--- config.mk ---
export PLATFORM = sky130hd
export DESIGN_NAME = divider_prog
export DESIGN_NICKNAME = d
export VERILOG_FILES = /design/src/rtl/divider_pkg.sv /design/src/rtl/divider_period_cnt.sv /design/src/rtl/divider_prog.sv
export SDC_FILE = /design/constraint.sdc
export NUM_CORES = 1
export LEC_CHECK = 0
export ABC_AREA = 1
export CELL_PAD_IN_SITES_DETAIL_PLACEMENT = 2
export CELL_PAD_IN_SITES_GLOBAL_PLACEMENT = 2
export CORE_ASPECT_RATIO = 0.9
export CORE_MARGIN = 5
export CORE_UTILIZATION = 31
export DETAILED_ROUTE_END_ITERATION = 16
export PLACE_DENSITY_LB_ADDON = 0.1
export SLEW_MARGIN = 20
export SYNTH_ARGS = -nofsm -noshare
export SYNTH_HDL_FRONTEND = slang
export SYNTH_SLANG_ARGS = --single-unit
--- constraint.sdc ---
create_clock -name CLK -period 3.9 [get_ports CLK]
set_clock_uncertainty 0.05 [all_clocks]
set_input_delay 0.78 -clock CLK [delete_from_list [all_inputs] [get_ports CLK]]
set_output_delay 0.78 -clock CLK [all_outputs]
set_load 0.01 [all_outputs]
--- src/rtl/divider_pkg.sv ---
// divider_pkg: select encodings, run-state type and ratio clamp shared by the
// programmable clock divider and its period counter.
package divider_pkg;

    localparam logic [1:0] SEL_DIV0 = 2'b00;
    localparam logic [1:0] SEL_DIV1 = 2'b01;
    localparam logic [1:0] SEL_DIV2 = 2'b10;
    localparam logic [1:0] SEL_PROG = 2'b11;

    typedef enum logic [0:0] {StIdle, StRun} run_state_e;

    localparam int unsigned MIN_RATIO = 2;

    // A ratio below two cannot hold both a high and a low phase, so force it up.
    function automatic logic [31:0] clamp_ratio(input logic [31:0] ratio);
        return (ratio < MIN_RATIO) ? MIN_RATIO : ratio;
    endfunction

endpackage

--- src/rtl/divider_period_cnt.sv ---
// divider_period_cnt: period counter for divider_prog. Counts 0..ratio-1 while
// running, flags the last cycle of a period and precomputes the next o_CLK level.
module divider_period_cnt #(
    parameter int unsigned CNT_W = 26
) (
    input  logic             CLK,
    input  logic             RST_N,
    input  logic             run,
    input  logic [CNT_W-1:0] ratio,
    output logic             boundary,
    output logic             high_next
);

    logic [CNT_W-1:0] cnt_q;
    logic [CNT_W-1:0] cnt_d;
    logic [CNT_W-1:0] half;

    // Wrap at ratio-1; high phase is the first ceil(ratio/2) counts of a period.
    always_comb begin
        boundary  = run && (cnt_q == ratio - CNT_W'(1));
        cnt_d     = (!run || boundary) ? '0 : cnt_q + CNT_W'(1);
        // ceil without an extra carry bit, so ratio = 2**CNT_W-1 still works
        half      = (ratio >> 1) + CNT_W'(ratio[0]);
        high_next = (cnt_d < half);
    end

    // Counter register; held at zero whenever the divider is idle.
    always_ff @(posedge CLK) begin
        if (!RST_N) begin
            cnt_q <= '0;
        end else begin
            cnt_q <= cnt_d;
        end
    end

endmodule

--- src/rtl/divider_prog.sv ---
// divider_prog: integer-ratio clock divider (N >= 2) with three preset ratios and
// one runtime-programmable ratio. Ratio and enable changes apply only at period
// boundaries. Optional macro DIVIDER_TICK_EN adds o_tick, a one-cycle pulse
// aligned with each o_CLK rising edge.
module divider_prog
    import divider_pkg::*;
#(
    parameter int unsigned CNT_W    = 26,
    parameter int unsigned DIV0     = 2,
    parameter int unsigned DIV1     = 2**24,
    parameter int unsigned DIV2     = 2**22,
    parameter int unsigned DIV3_RST = 2**11
) (
    input  logic             CLK,
    input  logic             RST_N,
    input  logic [1:0]       contral,
    input  logic             i_en,
    input  logic             i_div_wr,
    input  logic [CNT_W-1:0] i_div_val,
    output logic             o_CLK,
    output logic             o_busy,
`ifdef DIVIDER_TICK_EN
    output logic             o_tick,
`endif
    output logic [CNT_W-1:0] o_ratio
);

    localparam logic [CNT_W-1:0] RST_RATIO = CNT_W'(clamp_ratio(32'(CNT_W'(DIV0))));

    function automatic logic [CNT_W-1:0] pick_ratio(input logic [1:0]       sel,
                                                    input logic [CNT_W-1:0] prog);
        logic [CNT_W-1:0] raw;
        case (sel)
            SEL_DIV0: raw = CNT_W'(DIV0);
            SEL_DIV1: raw = CNT_W'(DIV1);
            SEL_DIV2: raw = CNT_W'(DIV2);
            default:  raw = prog;
        endcase
        return CNT_W'(clamp_ratio(32'(raw)));
    endfunction

    run_state_e       state_q;
    logic [CNT_W-1:0] prog_q;
    logic [CNT_W-1:0] prog_d;
    logic [CNT_W-1:0] cand;
    logic [CNT_W-1:0] cand_next;
    logic [CNT_W-1:0] ratio_d;
    logic             load;
    logic             boundary;
    logic             high_next;

    divider_period_cnt #(
        .CNT_W (CNT_W)
    ) u_period_cnt (
        .CLK       (CLK),
        .RST_N     (RST_N),
        .run       (state_q == StRun),
        .ratio     (o_ratio),
        .boundary  (boundary),
        .high_next (high_next)
    );

    // Candidate ratio and the load decision for a new period.
    always_comb begin
        prog_d    = i_div_wr ? i_div_val : prog_q;
        // the register value before this edge's write feeds the ratio being loaded
        cand      = pick_ratio(contral, prog_q);
        // busy looks at what the selection will be once this edge's write lands
        cand_next = pick_ratio(contral, prog_d);
        load      = i_en && ((state_q == StIdle) || boundary);
        ratio_d   = load ? cand : o_ratio;
    end

    // Run-state FSM with registered o_CLK, o_ratio, o_busy and the prog register.
    always_ff @(posedge CLK) begin
        if (!RST_N) begin
            state_q <= StIdle;
            prog_q  <= CNT_W'(DIV3_RST);
            o_ratio <= RST_RATIO;
            o_busy  <= 1'b0;
            o_CLK   <= 1'b0;
        end else begin
            prog_q  <= prog_d;
            o_ratio <= ratio_d;
            o_busy  <= (cand_next != ratio_d);
            case (state_q)
                StIdle: begin
                    o_CLK <= i_en;
                    if (i_en) state_q <= StRun;
                end
                StRun: begin
                    if (boundary) begin
                        // new period starts high, or the divider parks low
                        o_CLK <= i_en;
                        if (!i_en) state_q <= StIdle;
                    end else begin
                        o_CLK <= high_next;
                    end
                end
            endcase
        end
    end

`ifdef DIVIDER_TICK_EN
    // Every period load is exactly an o_CLK rising edge.
    always_ff @(posedge CLK) begin
        if (!RST_N) begin
            o_tick <= 1'b0;
        end else begin
            o_tick <= load;
        end
    end
`endif

endmodule

==> metrics.md, run 1 <==
| Metric | Value |
|---|---|
| Max incr delay on CP | about 0.39 ns |
| Period utilization | 0.990 |
| Ant. Diodes | 0 |
| Top-area cell type share of the netlist area | 0.242 |
| Die H | ~150 um |
| IO Count | 60 |
| P_int | about 1.7 mW |
| Critical path peak fanout | 4 |
| Reg power frac | 0.358 |
| Via density | 4.97 |
| Hold Path Origin | o_ratio[14]$_SDFF_PN0_ |
| WL final | roughly 29000 um |
| CTS tree | yes |
| Slew Viols, Final | 0 |
| Dpl cell area | roughly 0.0079 sq mm |
| Total vias in the final route | 7597 |
| Critical path, cell by cell | ha_4, ha_1, nand2_1, nor2_1, nand3_1, nor3_2, nand4_1, nor3_2, nand3_1, nor2_2, nand3_1, nor3_2, xor2_1, ha_4, nand2_2, inv_2, nand4_1, o211ai_1, a211oi_1, nand2_1, a21oi_1 |
| Met2 WL | between 10000 and 15000 um |
| Logic pwr share | 0.228 |
| Critical path class | reg2reg |
| Clock network fraction of design power | 0.414 |
| First-pass iteration count of the detailed router | 4 |
| Clock H-tree levels | 3 |
| Synth Warn # | 0 |
| Sw frac | 0.323 |
| Largest net degree at the start of global routing | 39 |
| Synth area leaders | dfxtp_1 (24%), nand2_1 (15%), nor2_1 (11%) |
| Gr ovfl total | 0 |
| Final Net Count | ~1300 |
| # rows | a little over 50 |
| Root Driver | clkbuf_16 |
| Clk_lat worst skew | 0.36 ns |
| Count of cell types in the netlist | 37 |
| Num Clock Sinks | 81 |
| Count of input and output buffers | 59 |
| Final setup viols | 0 |
| Worst path required time | between 4 and 5 ns |
| First-pass GRT wire length | between 40000 and 50000 um |
| Iteration-0 DRC Markers | about 240 |
| Post-synthesis cell area | 0.00670 sq mm |
| Antenna-violating nets left | 0 |
| Post-route cell area | 0.00885 sq mm |
| Leakage | 4.10 nW |
| Fin util | 0.413 |
| Crit. End Element | flip-flop |
| Arr. time, crit path | slightly above 4 ns |
| Layout cell share with drive strength beyond 1 | 0.178 |
| Startpoint types | flip-flop |
| Cell taking the most area after synthesis | dfxtp_1 |
| RR Startpoint | o_ratio[0]$_SDFF_PN0_ |
| Hold Crit Class | reg2reg |
| Slowest-stage cell, CP | dfxtp_4 |
| F_max | about 260 MHz |
| RSZ-0062 raised after global routing | true |
| Clock buffer count from CTS | 9 |
| Die X-Extent | 165 um |
| Post-Route M1 WL | around 13000 um |
| Sequential share of the synthesized area | 0.242 |
| Max-cap violation count | 0 |
| Met3 Wirelength | 907 um |
| Routability cong. | ~0.83 |
| Initial Util | 0.313 |
| Average size of a mapped cell | between 5 and 6 sq um |
| PwrDens | 276 mW/mm^2 |
| Antenna violations before repair | 0 |
| DRC violations left | 0 |
| Core area | around 0.021 sq mm |
| Layout area overhead | 32.0% |
| Crit path launch | o_ratio[0]$_SDFF_PN0_ |
| Outcome | finished clean |
| Fillers | between 2000 and 3000 |
| Worst VDD drop | around 220 uV |
| Detailed Place HPWL | about 22000 um |
| Mapped Cells | around 1100 |
| Syn nets | around 1200 |
| #FFs+latches synth | 81 |
| DR WL/cell | about 19 um |
| Multi-input gate area | 0.00464 sq mm |
| Max-slew headroom | 0.558 |
| Die ar. | roughly 0.025 sq mm |
| Clock Path Buffers | 2 |
| Hold Fails Final Rpt | 0 |
| GRT Total Usage | 0.228 |
| Tmin final | 3.86 ns |
| Reg area | roughly 0.0016 sq mm |
| Psw | about 790 uW |
| Reg clk slew, reported paths | 0.07 ns |
| Highest metal used | met4 |
| Worst slew pin tran | approximately 0.66 ns |
| Vias in the first global route | just over 8000 |
## kinds of logic after synthesis
| group | after synthesis | synth area share |
|---|---|---|
| AND/OR/NAND/NOR | 678 | 0.447 |
| multiplexers | 1 | 0.00149 |
| adder cells (fa/ha/maj) | 29 | 0.0541 |
| AO/OA/AOI/OAI | 96 | 0.0793 |
| buffers and inverters | 208 | 0.126 |
| flip-flops | 81 | 0.242 |
| XOR/XNOR | 38 | 0.0496 |
## sequential cells by signal, summed over array words and instances, names as in the netlist
signal and flops:
o_CLK 1, o_busy 1, o_ratio 26, prog_q 26, state_q 1, u_period_cnt.cnt_q 26
## worst max-delay path, delay by kind of cell (launching register included)
kind / cells / cell delay [ns]
adder cells (fa/ha/maj): 3 / 0.58
AND/OR/NAND/NOR: 13 / 1.95
AO/OA/AOI/OAI: 3 / 0.48
XOR/XNOR: 1 / 0.27
flip-flops: 1 / 0.39
buffers and inverters: 1 / 0.05
## path summary, 6_finish.rpt
check	endpoint	slack [ns]	depth (start not counted)
setup / recovery	o_CLK$_SDFF_PN0_	0.04	21
hold / removal	o_ratio[14]$_SDFF_PN0_	0.49	2
setup reg to reg	o_CLK$_SDFF_PN0_	0.04	21
hold reg to reg	o_ratio[14]$_SDFF_PN0_	0.49	2
## layer usage
layer  vias up  GRT usage
li1       3786          -
met1      3694      0.304
met2        94      0.396
met3        23     0.0328
met4         0     0.0403
met5         -          0
## layout make-up
cell class,count,share of cell area
multi-input cells,843,0.525
flip-flops and latches,81,0.185
repair buffers,135,0.141
inverters,163,0.0700
well taps,291,0.0412
clock buffers,10,0.0270
clock inverters,6,0.0109
## power groups by stage
stage | Combinational, mW | Sequential [mW] | Clock, mW
6_report | 0.558 | 0.875 | 1.01
5_1_grt | 0.617 | 0.878 | 1.07
4_1_cts | 0.534 | 0.876 | 1.04
3_5_place_dp | 0.524 | 0.895 | 0
3_3_place_gp | 0.509 | 0.894 | 0
2_1_floorplan | 0.309 | 0.890 | 0
## synth_stat cells, drive strengths merged
cell / number
inv: 163
nand3: 118
a21oi: 41
nand2: 273
a2111oi: 1
nand4: 26
nor3: 20
a21boi: 1
buf: 18
dfxtp: 81
or2: 12
a41oi: 2
o21ai: 38
nor4: 4
nand3b: 19
ha: 29
o21a: 5
o211ai: 2
xnor2: 8
clkbuf: 27
nor2: 205
mux2i: 1
a211oi: 2
o21bai: 3
xor2: 30
and3: 1
o221ai: 1
## layout by cell type, fill, tap and decap left out, types with 9 or more instances in the layout
cell type,count
a21oi_1,40
buf_4,69
clkbuf_16,10
clkdlybuf4s50_1,59
dfxtp_1,72
ha_1,22
inv_1,149
inv_2,13
nand2_1,259
nand2_2,12
nand3_1,91
nand3_2,25
nand3b_1,19
nand4_1,26
nor2_1,176
nor2_2,19
nor2_4,11
nor3_1,9
o21ai_0,36
or2_2,12
xor2_1,30
## stage by stage
stage                     hold slack (ns)  setup TNS, ns  power [mW]  setup WS, ns  std cells
after floorplan                     0.431              0        1.20         0.485       1131
after global placement              0.470              0        1.40        0.0444       1497
after detailed placement            0.485         -0.363        1.42        -0.363       1497
after CTS                           0.497              0        2.45       0.00238       1517
after global routing                0.521         -0.326        2.56        -0.258       1529
final                               0.494              0        2.44        0.0382       1529
## what timing repair did
item | in CTS | in global routing
pin swaps | 4 | 48
buffers inserted | 3 | 11
endpoints found under the setup margin | 1 | 2
hold buffers | 0 | 0
resized for setup | 16 | 102
cloned | 1 | 1
(Power assumes the default switching activity.)
==> run 2, diff against run 1 <==
--- a/config.mk
+++ b/config.mk
@@ -9,11 +9,12 @@
 export CELL_PAD_IN_SITES_DETAIL_PLACEMENT = 2
 export CELL_PAD_IN_SITES_GLOBAL_PLACEMENT = 2
 export CORE_ASPECT_RATIO = 0.9
-export CORE_MARGIN = 5
-export CORE_UTILIZATION = 31
+export CORE_UTILIZATION = 32
 export DETAILED_ROUTE_END_ITERATION = 16
+export MAX_ROUTING_LAYER = met4
 export PLACE_DENSITY_LB_ADDON = 0.1
 export SLEW_MARGIN = 20
 export SYNTH_ARGS = -nofsm -noshare
 export SYNTH_HDL_FRONTEND = slang
+export SYNTH_HIERARCHICAL = 1
 export SYNTH_SLANG_ARGS = --single-unit
==> run 2 against run 1 <==
Hold slack worse by 0.061 ns. Combinational power is 18% higher. Largest power group unchanged. Wire length is 6.5% lower. Core utilization is 0.14 points higher. Synthesized cell count is 6.0% lower. Clock power hardly changed. Largest cell class unchanged. Maximum frequency is 0.74% lower. Register-to-register slack worse by 0.03 ns. Die area is 14% lower.
==> metrics.md, run 2 <==
| Metric | Value |
|---|---|
| Outcome | finished clean |
| Max incr delay on CP | ~0.39 ns |
| WL final | 26700 um |
| Die ar. | 0.0213 sq mm |
| Sequential share of the synthesized area | 0.245 |
| Non-Filler Instances | ~1400 |
| Dpl cell area | about 0.0075 sq mm |
| Largest family of logic cells by synthesized area | simple AND/OR/NAND/NOR gates |
| Most common cell after layout, fill and taps aside | nand2_1 |
| Iteration-0 DRC Markers | about 270 |
| First-pass iteration count of the detailed router | 4 |
| Post-route cell area | about 0.0083 sq mm |
| Post-synth EDFFs | 0 |
| Die X-Extent | 154 um |
| #FFs+latches synth | 81 |
| Core area | about 0.020 sq mm |
| Layout area overhead | 25.6% |
| # rows | between 40 and 50 |
| Hold Path Origin | prog_q[23]$_SDFF_PN0_ |
| Synth Area in Adders | 0.0547 |
| Worst slew pin tran | 0.560 ns |
| CP top delay family | simple AND/OR/NAND/NOR gates |
| Place WS | -0.0649 ns |
| Worst VDD drop | about 170 uV |
| Syn nets | 1124 |
| First-pass GRT wire length | around 40000 um |
| GRT Total Usage | 0.246 |
| Crit path buf inv count | 2 |
| Detailed Place HPWL | 19800 um |
| Fraction of registers with async set/reset | 0 |
| Antenna-violating nets left | 0 |
| DRC violations left | 0 |
| Count leader, synth | nand2_1 |
| Multi-input gate area | 0.00448 sq mm |
| Max-cap violation count | 0 |
| CTS Hold Buffers Added | 0 |
| Vias in the first global route | 7281 |
| Final setup viols | 0 |
| Root Driver | clkbuf_16 |
| F_max | about 260 MHz |
| DR WL/cell | 19.0 um |
| XOR/XNOR Fraction of Synth Area | 0.0832 |
| PnR worst setup slack | 0.00941 ns |
| Tmin final | 3.89 ns |
| Critical path, cell by cell | ha_4, ha_4, nand3_2, nor3_2, nand2_1, nor2_2, buf_4, buf_4, nand2_1, nor3_1, nand3_1, nor3_1, xor2_1, ha_1, nand4_1, o21bai_1, o2111ai_1, a21oi_2, o21a_1 |
| Antenna violations before repair | 0 |
| Period utilization | 0.998 |
| Prevailing post-synth register cell | dfxtp_1 |
| Count of cell types in the netlist | 47 |
| Synth area leaders | dfxtp_1 (24%), nand2_1 (16%), nor2_1 (8.7%) |
| Slew Viols, Final | 0 |
| Post-Synth Simple-Gate Area | 0.414 |
| Final TNS setup | 0 ns |
| Critical path class | reg2reg |
| Synth Warn # | 6 |
| Clock buffer count from CTS | 9 |
| Largest registers | o_ratio: 26 flops, prog_q: 26 flops, u_period_cnt/cnt_q: 26 flops |
| CTS tree | yes |
| Fillers | roughly 2500 |
| Arr. time, crit path | ~4 ns |
| Top post-synthesis cells by count | nand2_1 (276), nor2_1 (154), inv_1 (117), dfxtp_1 (81), nand3_1 (52) |
| Synth Area in Compound Gates | 0.0914 |
| Worst hold slack | approximately 0.43 ns |
| Slowest-stage cell, CP | nor3_1 |
| Num Clock Sinks | 81 |
| Reg clk slew, reported paths | around 0.070 ns |
| Gr ovfl total | 0 |
| Final Net Count | approximately 1200 |
| Critical path peak fanout | 4 |
| Hold Crit Class | reg2reg |
| Mux contribution to synthesized area | 0 |
| Leakage | 3.63 nW |
| Reg area | around 0.0016 sq mm |
| Final Total Pwr | around 2.6 mW |
| IO Count | 60 |
| Mapped Cells | 1063 |
| Cell taking the most area after synthesis | dfxtp_1 |
| DP Cell Count | roughly 1400 |
| Count of input and output buffers | between 50 and 60 |
| Most frequent cells in the layout | nand2_1 (276), nor2_1 (140), inv_1 (116) |
| Post-synthesis cell area | 0.00663 sq mm |
| Layout cell share with drive strength beyond 1 | 0.140 |
| Die H | about 140 um |
| Total vias in the final route | 7097 |
| Via density | between 5 and 6 |
| Fin util | 0.414 |
| Clock Path Buffers | 2 |
| RR Startpoint | o_ratio[0]$_SDFF_PN0_ |
| PwrDens | 308 mW/mm^2 |
| Worst path required time | between 4 and 5 ns |
| Crit path launch | o_ratio[0]$_SDFF_PN0_ |
| Hold Fails Final Rpt | 0 |
| Clock H-tree levels | 3 |
| Routability cong. | around 0.83 |
| Clk_lat worst skew | approximately 0.36 ns |
| Crit. End Element | flip-flop |
| Average size of a mapped cell | roughly 6.2 sq um |
| Initial Util | 0.330 |
| Max-slew headroom | 0.624 |
| Largest net degree at the start of global routing | 45 |
| Top-area cell type share of the netlist area | 0.245 |
| Startpoint types | flip-flop |
| Ant. Diodes | 0 |
run 2: cell types whose count changed in the layout (fill, tap and decap cells not counted), moves of 12 or more:
cell      delta
nand3_2     -18
nor2_1      -36
inv_1       -33
xnor2_1     +16
nand3b_1    -12
nand2_1     +17
nand3_1     -41
o21ai_1     +17
buf_4       -25
nor3_1      +24
run 2: report_power, final:
| part | total (mW) | internal [mW] | switching (mW) |
|---|---|---|---|
| combinational | 0.659 | 0.255 | 0.404 |
| sequential | 0.914 | 0.862 | 0.0529 |
| clock | 0.990 | 0.569 | 0.421 |
run 2: kinds of logic (layout without fill, tap and decap cells):
group / count (synthesis) / count (layout)
buffers and inverters: 166 / 251
DFF: 81 / 81
adders and majority gates: 29 / 29
xor gates and xnor gates: 63 / 63
AOI/OAI and AO/OA: 112 / 112
and+or+nand+nor: 612 / 612
run 2: path summary, 6_finish.rpt:
kind	cells past startpoint	slack, ns	endpoint
setup / recovery	19	0.009	o_CLK$_SDFF_PN0_
setup reg to reg	19	0.009	o_CLK$_SDFF_PN0_
hold / removal	2	0.43	prog_q[23]$_SDFF_PN0_
hold reg to reg	2	0.43	prog_q[23]$_SDFF_PN0_
run 2: metal layers:
layer,up-vias,GRT usage,part of all wire
li1,3537,-,-
met1,3466,0.318,0.47
met2,75,0.412,0.49
met3,19,0.0259,0.019
met4,0,0.0553,0.013
met5,-,-,0
run 2: area by class of cell:
class,count,share of cell area
multi-input combinational,816,0.538
sequential,81,0.196
timing repair buffer,110,0.130
inverter,125,0.0573
tap,255,0.0383
clock buffer,9,0.0271
clock inverter,7,0.0122
run 2: tightest hold or removal path: stages, from the launching register on:
cell	delay [ns]
dfxtp_1	0.32
nand2_2	0.07
a21oi_1	0.05
run 2: repair_timing:
action,in CTS,in global routing
endpoints found under the hold margin,0,0
gates resized for setup,1,58
pin swaps,0,23
setup endpoints to repair,1,2
setup buffers,0,17
gates cloned,0,5
